File: src/rtl/reset_seq_pkg.sv
// Shared definitions for the reset sequencer: state encodings, counter sizing
// helpers and the width of the saturating event counts.
package reset_seq_pkg;

  localparam int unsigned STATE_W = 3;
  localparam int unsigned COUNT_W = 4;
  localparam logic [COUNT_W-1:0] COUNT_MAX = '1;

  localparam logic [STATE_W-1:0] ST_CMRST    = 3'd0;
  localparam logic [STATE_W-1:0] ST_WAITLOCK = 3'd1;
  localparam logic [STATE_W-1:0] ST_STABLE   = 3'd2;
  localparam logic [STATE_W-1:0] ST_HOLD     = 3'd3;
  localparam logic [STATE_W-1:0] ST_RUN      = 3'd4;

  function automatic int unsigned max_cycles(
    input int unsigned a,
    input int unsigned b,
    input int unsigned c,
    input int unsigned d
  );
    int unsigned m;
    m = a;
    if (b > m) m = b;
    if (c > m) m = c;
    if (d > m) m = d;
    return m;
  endfunction

  // Bits needed to hold 0 .. max_cycles-1, never less than one.
  function automatic int unsigned cnt_width(input int unsigned max_cycles_in);
    return (max_cycles_in <= 2) ? 1 : $clog2(max_cycles_in);
  endfunction

  function automatic logic [COUNT_W-1:0] sat_inc(input logic [COUNT_W-1:0] v);
    return (v == COUNT_MAX) ? v : v + 1'b1;
  endfunction

endpackage

File: src/rtl/reset_sequencer_sync2.sv
// Two-flop synchronizer with asynchronous active-low reset to zero; shared with
// LED and button input paths, hence the width parameter.
module sync2 #(
  parameter int unsigned WIDTH = 1
) (
  input  logic             clk,
  input  logic             rst_n,
  input  logic [WIDTH-1:0] d,
  output logic [WIDTH-1:0] q
);

  logic [WIDTH-1:0] meta_q, meta_d;
  logic [WIDTH-1:0] sync_q, sync_d;

  always_comb begin
    meta_d = d;
    sync_d = meta_q;
  end

  always_ff @(posedge clk or negedge rst_n) begin
    if (!rst_n) begin
      meta_q <= '0;
      sync_q <= '0;
    end else begin
      meta_q <= meta_d;
      sync_q <= sync_d;
    end
  end

  assign q = sync_q;

endmodule

File: src/rtl/reset_sequencer.sv
// Power-up / recovery sequencer: pulses the clock manager reset, waits for a
// stable lock, holds the core in reset, then runs; re-kicks on timeout or loss.
module reset_sequencer
  import reset_seq_pkg::*;
#(
  parameter int unsigned LOCK_STABLE_CYCLES  = 1024,
  parameter int unsigned HOLD_CYCLES         = 16,
  parameter int unsigned LOCK_TIMEOUT_CYCLES = 65536,
  parameter int unsigned CM_RESET_CYCLES     = 4
) (
  input  logic               clock,
  input  logic               reset,
  input  logic               cm_locked,
  output logic               cm_reset,
  output logic               sys_reset,
  output logic [STATE_W-1:0] state,
  output logic [COUNT_W-1:0] retry_count,
  output logic [COUNT_W-1:0] loss_count
);

  localparam int unsigned CNT_MAX = max_cycles(LOCK_STABLE_CYCLES, HOLD_CYCLES,
                                               LOCK_TIMEOUT_CYCLES, CM_RESET_CYCLES);
  localparam int unsigned CNT_W   = cnt_width(CNT_MAX);

  localparam logic [CNT_W-1:0] CR_LAST = CNT_W'(CM_RESET_CYCLES - 1);
  localparam logic [CNT_W-1:0] LT_LAST = CNT_W'(LOCK_TIMEOUT_CYCLES - 1);
  localparam logic [CNT_W-1:0] LS_LAST = CNT_W'(LOCK_STABLE_CYCLES - 1);
  localparam logic [CNT_W-1:0] HD_LAST = CNT_W'(HOLD_CYCLES - 1);

  logic locked_s;

  logic [STATE_W-1:0] state_q, state_d;
  logic [CNT_W-1:0]   cnt_q, cnt_d;
  logic [COUNT_W-1:0] retry_q, retry_d;
  logic [COUNT_W-1:0] loss_q, loss_d;
  logic               cm_reset_q, cm_reset_d;
  logic               sys_reset_q, sys_reset_d;

  sync2 #(
    .WIDTH(1)
  ) u_lock_sync (
    .clk  (clock),
    .rst_n(reset),
    .d    (cm_locked),
    .q    (locked_s)
  );

  always_comb begin
    state_d = state_q;
    retry_d = retry_q;
    loss_d  = loss_q;

    case (state_q)
      ST_CMRST: begin
        if (cnt_q == CR_LAST) state_d = ST_WAITLOCK;
      end
      ST_WAITLOCK: begin
        // Lock is tested first so it wins over a timeout in the same cycle.
        if (locked_s) begin
          state_d = ST_STABLE;
        end else if (cnt_q == LT_LAST) begin
          state_d = ST_CMRST;
          retry_d = sat_inc(retry_q);
        end
      end
      ST_STABLE: begin
        if (!locked_s)             state_d = ST_WAITLOCK;
        else if (cnt_q == LS_LAST) state_d = ST_HOLD;
      end
      ST_HOLD: begin
        if (!locked_s)             state_d = ST_WAITLOCK;
        else if (cnt_q == HD_LAST) state_d = ST_RUN;
      end
      ST_RUN: begin
        if (!locked_s) begin
          state_d = ST_CMRST;
          loss_d  = sat_inc(loss_q);
        end
      end
      default: state_d = ST_CMRST;
    endcase

    // Cleared on every state change; parks at all-ones while RUN idles.
    if (state_d != state_q)  cnt_d = '0;
    else if (cnt_q != '1)    cnt_d = cnt_q + 1'b1;
    else                     cnt_d = cnt_q;

    cm_reset_d  = (state_d == ST_CMRST);
    sys_reset_d = (state_d == ST_RUN);
  end

  always_ff @(posedge clock or negedge reset) begin
    if (!reset) begin
      state_q     <= ST_CMRST;
      cnt_q       <= '0;
      retry_q     <= '0;
      loss_q      <= '0;
      cm_reset_q  <= 1'b1;
      sys_reset_q <= 1'b0;
    end else begin
      state_q     <= state_d;
      cnt_q       <= cnt_d;
      retry_q     <= retry_d;
      loss_q      <= loss_d;
      cm_reset_q  <= cm_reset_d;
      sys_reset_q <= sys_reset_d;
    end
  end

  assign state       = state_q;
  assign cm_reset    = cm_reset_q;
  assign sys_reset   = sys_reset_q;
  assign retry_count = retry_q;
  assign loss_count  = loss_q;

endmodule

File: config.mk
export PLATFORM = sky130hd
export DESIGN_NAME = reset_sequencer
export DESIGN_NICKNAME = d
export VERILOG_FILES = /design/src/rtl/reset_seq_pkg.sv /design/src/rtl/reset_sequencer_sync2.sv /design/src/rtl/reset_sequencer.sv
export SDC_FILE = /design/constraint.sdc
export NUM_CORES = 1
export LEC_CHECK = 0
export BUFFER_PORTS_ARGS = -buffer_cell sky130_fd_sc_hd__buf_2
export CORE_MARGIN = 3
export CORE_UTILIZATION = 60
export CTS_CLUSTER_SIZE = 20
export DETAILED_ROUTE_END_ITERATION = 10
export HOLD_SLACK_MARGIN = 0.03
export PLACE_DENSITY = 0.88
export SLEW_MARGIN = 30
export SYNTH_ARGS = -nofsm -noshare
export SYNTH_HDL_FRONTEND = slang
export SYNTH_SLANG_ARGS = --single-unit
export TNS_END_PERCENT = 1
File: constraint.sdc
create_clock -name clock -period 3.11 [get_ports clock]
set_input_delay 0 -clock clock [delete_from_list [all_inputs] [get_ports clock]]
set_output_delay 0 -clock clock [all_outputs]
set_load 0.1 [all_outputs]
# Word-level counts from Yosys, hierarchy flattened
# Index checks and enable logic that the tools add are counted.
dict set report word_totals {
  ff_bits 31
  inputBits 3
  out_inout_bits 13
  elab_cells 43
}
dict set report classes {
  addsub 3
  n_eq_ne 13
  n_mux 11
  bitwise 3
  n_reduce_logical 5
}
# op count
set ops {}
lappend ops {{$mux 16} 2}
lappend ops {{$mux 3} 8}
lappend ops {{$add 16x1->16 const B} 1}
lappend ops {{$eq 16x10->1 const B} 1}
lappend ops {{$eq 16x16->1 const B} 1}
lappend ops {{$eq 16x2->1 const B} 1}
lappend ops {{$eq 16x4->1 const B} 1}
lappend ops {{$ne 16x16->1 const B} 1}
lappend ops {{$pmux 3 s5} 1}
lappend ops {{$add 4x1->4 const B} 2}
lappend ops {{$eq 4x4->1 const B} 2}
lappend ops {{$eq 3x2->1 const B} 2}
lappend ops {{$eq 3x3->1 const B} 2}
lappend ops {{$logic_not 3->1} 2}
lappend ops {{$reduce_and 4->1} 1}
lappend ops {{$eq 3x1->1 const B} 1}
lappend ops {{$ne 3x3->1} 1}
lappend ops {{$not 1->1} 3}
lappend ops {{$reduce_and 3->1} 1}
lappend ops {{$reduce_bool 2->1} 1}

# Logic depth before layout (Yosys ltp)
# Gate-level depths: netlist of the first run.
dict set report depth {
  depth_word 6
  depth_mapped 8
}

# Cells and area by module
# Synthesis of the first run repeated with hierarchy kept, for this count alone.
dict set report unflattened {
  cells_unflattened 152
  hier_area_um2 1591.5
}
# mod n_inst cells_per_inst area_each_um2 seq_area_each_um2
set modules_own_cells {}
lappend modules_own_cells {reset_sequencer 1 150 1541.5 726.9}
lappend modules_own_cells {sync2 1 2 50.0 50.0}

# Least setup slack after synthesis of the first run
# OpenSTA, ideal clock, no wires.
dict set report synth_path {
  kind {register to register}
  from {register state_q[0], in the netlist state[0]}
  to {register cnt_q[3]}
  t_arrival_ns 2.213
  required_time_ns 3.024
  slack_ns 0.811
  path_stages_with_launch 8
  synth_period_minus_slack_ns 2.299
  cell_sequence {dfrtp_1 buf_2 nor2_1 and4b_1 a21oi_1 a211oi_4 buf_6 nor3_1}
}
dict set report synth_between {
  elab_chain_len 5
  elab_cells_between_ends 17
  classes_between {eq/ne: 5; mux: 10; reduce/logical: 2}
}
# item line_no
set synth_rtl {}
lappend synth_rtl {{start, declared} reset_sequencer.sv:32} ;# logic [STATE_W-1:0] state_q, state_d;
lappend synth_rtl {{start signal, assigned} reset_sequencer.sv:101} ;# state_q <= state_d;
lappend synth_rtl {{$mux 3, on equally long branches} {reset_sequencer.sv:72, reset_sequencer.sv:61, reset_sequencer.sv:68}}
lappend synth_rtl {{$mux 3, on equally long branches} {reset_sequencer.sv:71, reset_sequencer.sv:59, reset_sequencer.sv:67}}
lappend synth_rtl {{$pmux 3 s5} reset_sequencer.sv:53} ;# case (state_q)
lappend synth_rtl {{$ne 3x3->1 *} reset_sequencer.sv:84} ;# if (state_d != state_q) cnt_d = '0;
lappend synth_rtl {{$mux 16 or $reduce_bool 2->1 (tied branches)} -}
lappend synth_rtl {{end signal, assigned} reset_sequencer.sv:102} ;# cnt_q <= cnt_d;
lappend synth_rtl {{end, declared} reset_sequencer.sv:33} ;# logic [CNT_W-1:0] cnt_q, cnt_d;
# Mark *: on every way between the ends. The rest lies on a longest branch, timed or not.
# A chain may end at the register's enable or synchronous reset.

# Final worst setup path of the first run
dict set report layout_path {
  from {register cnt_q[1]}
  to {register cnt_q[2]}
}
dict set report layout_between {
  elab_chain_len 6
  elab_cells_between_ends 18
  classes_between {add/sub: 1; eq/ne: 6; mux: 10; reduce/logical: 1}
}
# item line_no
set layout_rtl {}
lappend layout_rtl {{$eq 16x4->1 (tied with other cells)} reset_sequencer.sv:72} ;# else if (cnt_q == HD_LAST) state_d = ST_RUN;
lappend layout_rtl {{$mux 3, on equally long branches} {reset_sequencer.sv:72, reset_sequencer.sv:61, reset_sequencer.sv:68}}
lappend layout_rtl {{$mux 3, on equally long branches} {reset_sequencer.sv:71, reset_sequencer.sv:59, reset_sequencer.sv:67}}
lappend layout_rtl {{$pmux 3 s5} reset_sequencer.sv:53}
lappend layout_rtl {{$ne 3x3->1} reset_sequencer.sv:84}
lappend layout_rtl {{$mux 16 or $reduce_bool 2->1 (tied branches)} -}
# Parallel ways exist; a longest one is shown, timed or not. The select of a mux whose other input is x is not followed.

==> results of run 1 <==
Yosys cell counts (4+ instances only):
cell / number
nand3_1: 8
dfrtp_1: 30
xor2_1: 8
a21oi_1: 5
xnor2_1: 5
nor2_1: 20
a31oi_1: 6
nand4_1: 8
nand2_1: 12
and3_1: 7
nor3_1: 4
o21ai_0: 4
flip-flops by register name, indices dropped and copies added, names as in the netlist:
signal              count
loss_count              4
cnt_q                  16
sys_reset               1
state                   3
u_lock_sync.q           1
retry_count             4
cm_reset                1
u_lock_sync.meta_q      1
metrics by stage:
step / hold WS, ps / worst slack [ps]
after floorplan: -296 / 811
after global placement: 58.8 / 937
after detailed placement: 70.7 / 851
after CTS: 247 / 809
after global routing: 275 / 585
final: 232 / 773
cell usage in the layout, fill, tap and decap left out, drive strengths merged, types with 2 or more instances in the layout:
cell / n
xor2: 8
and4: 3
o211ai: 2
nor3: 5
and3: 7
buf: 15
a31oi: 6
mux2i: 2
mux2: 2
nor2b: 2
dfrtp: 30
nor4: 3
inv: 3
o21ai: 4
nand4: 8
a211oi: 4
xnor2: 5
nor2: 21
nand3: 8
clkbuf: 6
a21oi: 5
ha: 3
a311oi: 3
nand2: 12
dlygate4sd3: 2
cells by family (layout without fill, tap and decap cells):
logic type / after synthesis / after routing / synth area share [%]
simple gates: 72 / 72 / 24.6
mux: 4 / 4 / 2.59
flops: 31 / 31 / 47.3
xor+xnor: 13 / 13 / 6.93
buf+inv: 8 / 28 / 2.51
compound gates: 31 / 31 / 13.9
fa+ha+maj: 3 / 3 / 2.28
metal layers:
metal | GRT usage [%] | vias to the layer above | wire [um]
li1 | - | 643 | -
met1 | 29.7 | 653 | 1440
met2 | 37.2 | 52 | 1690
met3 | 4.61 | 7 | 190
met4 | 9.93 | 0 | 58
met5 | 0 | - | 0
final timing paths:
kind,to,slack [ps],start
setup / recovery,cnt_q[2]$_DFFE_PN0P_,770,cnt_q[1]$_DFFE_PN0P_
hold / removal,sys_reset$_DFF_PN0_,230,reset
setup reg to reg,cnt_q[2]$_DFFE_PN0P_,770,cnt_q[1]$_DFFE_PN0P_
hold reg to reg,u_lock_sync.q$_DFF_PN0_,360,u_lock_sync.meta_q$_DFF_PN0_
max in group asynchronous,cnt_q[11]$_DFFE_PN0P_,2450,reset
min in group clock,u_lock_sync.meta_q$_DFF_PN0_,310,cm_locked
power by group through the flow:
stage	clock, mW	combinational, mW	sequential (mW)
2_1_floorplan	0	0.186	0.598
3_3_place_gp	0	0.325	0.496
3_5_place_dp	0	0.333	0.499
4_1_cts	0.334	0.340	0.492
5_1_grt	0.349	0.369	0.502
6_report	0.326	0.338	0.494
final cells by class:
class                   instances  area share, %
multi-input cells             123           45.1
flip-flops and latches         31           42.4
repair buffers                 17           5.19
clock buffers                   6           2.80
well taps                      30           2.05
clock inverters                 2           1.91
inverters                       3          0.614
==> impl_metrics.yaml, run 1 <==
status:
  status: "complete, no violations"
clock_tree:
  cts_setup_buffers: 0
  hold_buffers: 2
  clkTransAtPathRegs_ps: 100
  root_buffer: "clkbuf_4"
  cts_buffer_depth: 2
  cts_sinks: 31
  h-tree-depth: 2
  clock_latency_ps: 330
  cts_buffers: 5
  cts_tree: "done"
  post_cts_resized: 0
pwr:
  p_per_area_nw_per_um2: 632
  swShare_pct: 37.6
  combPwrFrac_pct: 29.2
  p_leak_nw: 0.839
  finalPower_mw: 1.16
  intPower_mw: 0.722
  vdd_drop_max_uv: 700
  p_switching_mw: 0.436
  p_seq_share_pct: 42.7
  p_clk_share_pct: 28.2
routing:
  vias: 1355
  drtAntennaViolNets: 0
  totalWireLength_mm: 3.38
  viasPerCell: 6.39
  drc: 0
  drt_iter0_markers: 122
  drt_first_pass_iters: 4
  avgRoutedWirePerCell_um: 15.9
placement:
  place_inst: 202
  dp_hpwl_mm: 2.34
  io_buffers: 15
  placed_area_um2: 1730
  place.gp.congestion: 0.952
critical_path:
  required_ps: 3290
  start_kind: "flip-flop"
  cp_slowest_cell: "a211oi_4"
  crit_type: "flip-flop to flip-flop"
  cp.arrival_ps: 2520
  reg2reg_depth: 6
  worstSetupEndpointType: "flip-flop"
  cp_top_family: "compound AO/OA/AOI/OAI gates"
  critPathMaxFanout: 15
  crit_buf_inv: 0
  cp_cell_sequence: "ha_1, nand3_1, nor2_1, a31oi_1, a211oi_4, nor3_1"
  critical_path_depth: 6
  max_stage_delay_ps: 610
timing:
  tns_ps: 0
  max_slew_margin_pct: 55.5
  fin_crit_sh_pct: 75.1
  fin_crit_ps: 2340
  setup_viol: 0
  fmax_ghz: 0.428
  rsz0062_at_grt: "false"
  fin_skew_ps: 6.71
  final-max-slew-violation-count: 0
  finalHoldViolations: 0
  max_slew.worst_pin.slew_ps: 667
final_layout:
  seq_area_um2: 777
  stdcell_count: 212
  diodes: 0
  finalNetCount: 187
  multi_input_area_um2: 826
  final_core_util_pct: 72.0
  syn_to_final_growth_pct: 11.5
  final.fill_count: 202
  stdcell_area_um2: 1830
  drive_gt1_share_pct: 18.7
yosys:
  synth_cell_type_count: 41
  seq_area_frac_synth_pct: 47.3
  synth_edf_count: 0
  synth.top_cell.area_share_pct: 45.7
  postSynthCellCount: 162
  syn_area_per_cell_um2: 10.1
  yosysTopAreaCell: "dfrtp_1"
  netlist_top_cells_area: "dfrtp_1, nor2_1, xor2_1"
  syn-num-nets: 168
  ys.flop_type: "dfrtp_1"
  synth_seq_cells: 31
  async_flop_share_pct: 100
  syn_area_um2: 1640
  ys_warn_count: 0
global_routing:
  antenna_found_initial: 0
  grt_start_max_net_pins: 32
  grt_pass1_vias: 1345
  grt_util_all_layers_pct: 22.9
  grt_first_pass_wirelength_mm: 6.00
  overflow: 0
floorplan:
  fp.dieH_um: 58.3
  die-area_um2: 3400
  io_pins: 16
  rows: 18
  die_x_um: 58.3
  core-area_um2: 2540
  start_util_pct: 64.6
flow_run:
  drv_cap: 0
hold_path:
  min_path_type: "input pin to async pin"
Note: power is estimated with default switching activity, not from simulation.
==> inputs of run 2 (changes only) <==
--- a/config.mk
+++ b/config.mk
@@ -7,11 +7,11 @@
 export LEC_CHECK = 0
 export BUFFER_PORTS_ARGS = -buffer_cell sky130_fd_sc_hd__buf_2
 export CORE_MARGIN = 3
-export CORE_UTILIZATION = 60
+export CORE_UTILIZATION = 52
 export CTS_CLUSTER_SIZE = 20
 export DETAILED_ROUTE_END_ITERATION = 10
 export HOLD_SLACK_MARGIN = 0.03
-export PLACE_DENSITY = 0.88
+export PLACE_DENSITY = 0.81
 export SLEW_MARGIN = 30
 export SYNTH_ARGS = -nofsm -noshare
 export SYNTH_HDL_FRONTEND = slang
==> constraint.sdc (replaced) <==
create_clock -name clock -period 2.05 [get_ports clock]
set_input_delay 0 -clock clock [delete_from_list [all_inputs] [get_ports clock]]
set_output_delay 0 -clock clock [all_outputs]
set_load 0.1 [all_outputs]
==> run 2 against run 1 <==
  * Final area grew 3.2%
  * Sequential power grew 53%
  * Count of clock-buffer cells in the layout grew 2
==> impl_metrics.yaml, run 2 (synthesis results as in run 1) <==
placement:
  place_inst: 217
  place_ws_ps: -44.7
  io_buffers: 15
  place.gp.congestion: 0.873
  dp_hpwl_mm: 2.46
final_layout:
  drive_gt1_share_pct: 23.8
  largest_register: "cnt_q"
  finalNetCount: 190
  largest_reg_flops: 16
  layout.cells.most_common: "dfrtp_1"
  layout_common_cells: "dfrtp_1, nor2_1, buf_2"
  final_core_util_pct: 65.8
  stdcell_count: 227
  syn_to_final_growth_pct: 15.1
  diodes: 0
critical_path:
  critPathMaxFanout: 15
  cp_slowest_cell: "dfrtp_1"
  cp_top_family: "compound AO/OA/AOI/OAI gates"
  cp_cell_sequence: "ha_2, and3_4, nand4_1, a21o_1, a211oi_4, buf_12, nor3_1"
  max_stage_delay_ps: 420
  crit_type: "flip-flop to flip-flop"
  worstSetupEndpointType: "flip-flop"
  crit_buf_inv: 1
  rr_startpoint: "cnt_q[0]$_DFFE_PN0P_"
  r2r_slack_ps: 100
  start_kind: "flip-flop"
  required_ps: 2240
  cp.arrival_ps: 2130
  r2r-end: "cnt_q[10]$_DFFE_PN0P_"
  reg2reg_depth: 7
clock_tree:
  cts_buffer_depth: 2
  cts_buffers: 5
  cts_tree: "done"
  cts_setup_buffers: 0
  cts_sinks: 31
  root_buffer: "clkbuf_4"
  clock_latency_ps: 330
  h-tree-depth: 2
  clkTransAtPathRegs_ps: 100
routing:
  viasPerCell: 5.99
  drtAntennaViolNets: 0
  drt_iter0_markers: 80
  vias: 1359
  drt_first_pass_iters: 4
  totalWireLength_mm: 3.39
  drc: 0
  avgRoutedWirePerCell_um: 15.0
timing:
  max_slew_margin_pct: 56.2
  fin_crit_ps: 1950
  setup_viol: 0
  max_slew.worst_pin.slew_ps: 657
  rsz0062_at_grt: "false"
  fin_crit_sh_pct: 95.0
  finalHoldViolations: 0
  fin_skew_ps: 11.8
  setup_slack_ps: 102
  holdWs_ps: 231
  fmax_ghz: 0.513
  final-max-slew-violation-count: 0
floorplan:
  rows: 19
  start_util_pct: 57.2
  io_pins: 16
  fp.dieH_um: 62.2
  die_x_um: 62.2
  core-area_um2: 2880
  die-area_um2: 3870
pwr:
  p_per_area_nw_per_um2: 913
  p_leak_nw: 0.838
  vdd_drop_max_uv: 515
status:
  status: "complete, no violations"
global_routing:
  grt_pass1_vias: 1313
  grt_first_pass_wirelength_mm: 5.80
  grt_start_max_net_pins: 32
  antenna_found_initial: 0
  overflow: 0
  grt_util_all_layers_pct: 19.0
flow_run:
  drv_cap: 0
hold_path:
  min_path_type: "input pin to async pin"
[run 2: per-layer routing]
metal	wire length, um	track usage (%)
met5	0	0
met4	83	13.0
met3	201	5.59
met2	1620	28.6
met1	1490	23.4
[run 2: worst max-delay path by stage]
stage | startpoint | to | slack (ps) | cells past startpoint
2_1_floorplan | loss_count[0]$_DFFE_PN0P_ | loss_count[1]$_DFFE_PN0P_ | -80 | 3
3_3_place_gp | cnt_q[0]$_DFFE_PN0P_ | cnt_q[4]$_DFFE_PN0P_ | 130 | 7
3_5_place_dp | cnt_q[0]$_DFFE_PN0P_ | cnt_q[15]$_DFFE_PN0P_ | -40 | 7
4_1_cts | cnt_q[0]$_DFFE_PN0P_ | cnt_q[10]$_DFFE_PN0P_ | 6 | 7
5_1_grt | cnt_q[11]$_DFFE_PN0P_ | retry_count[1]$_DFFE_PN0P_ | 10 | 4
6_report | cnt_q[0]$_DFFE_PN0P_ | cnt_q[10]$_DFFE_PN0P_ | 100 | 7
[run 2: repair_timing]
item                                    4_1_cts  5_1_grt
endpoints found under the hold margin        31        0
hold buffers                                  2        0
endpoints found under the setup margin        3       18
pin swaps                                     0        1
gates resized for setup                       1        5
gates cloned                                  0        0
[run 2: cell type report]
type,instances,area (um2)
Inverter,3,11.3
Multi-Input combinational cell,123,848
Sequential cell,31,781
Clock buffer,8,68.8
Tap cell,42,52.6
Timing Repair Buffer,20,130
Fill cell,212,985
[run 2: per-stage QoR]
step | TNS [ps] | instance area [um2] | power [mW]
after CTS | 0 | 1880 | 1.73
after global placement | 0 | 1780 | 1.30
final | 0 | 1890 | 1.73
after floorplan | -151 | 1650 | 1.19
after detailed placement | -44.7 | 1780 | 1.32
after global routing | 0 | 1890 | 1.83
[run 2: where the power goes]
group          internal, mW  switching [mW]
logic                 0.184           0.386
clock network         0.202           0.198
registers             0.676          0.0812
total                  1.06           0.665
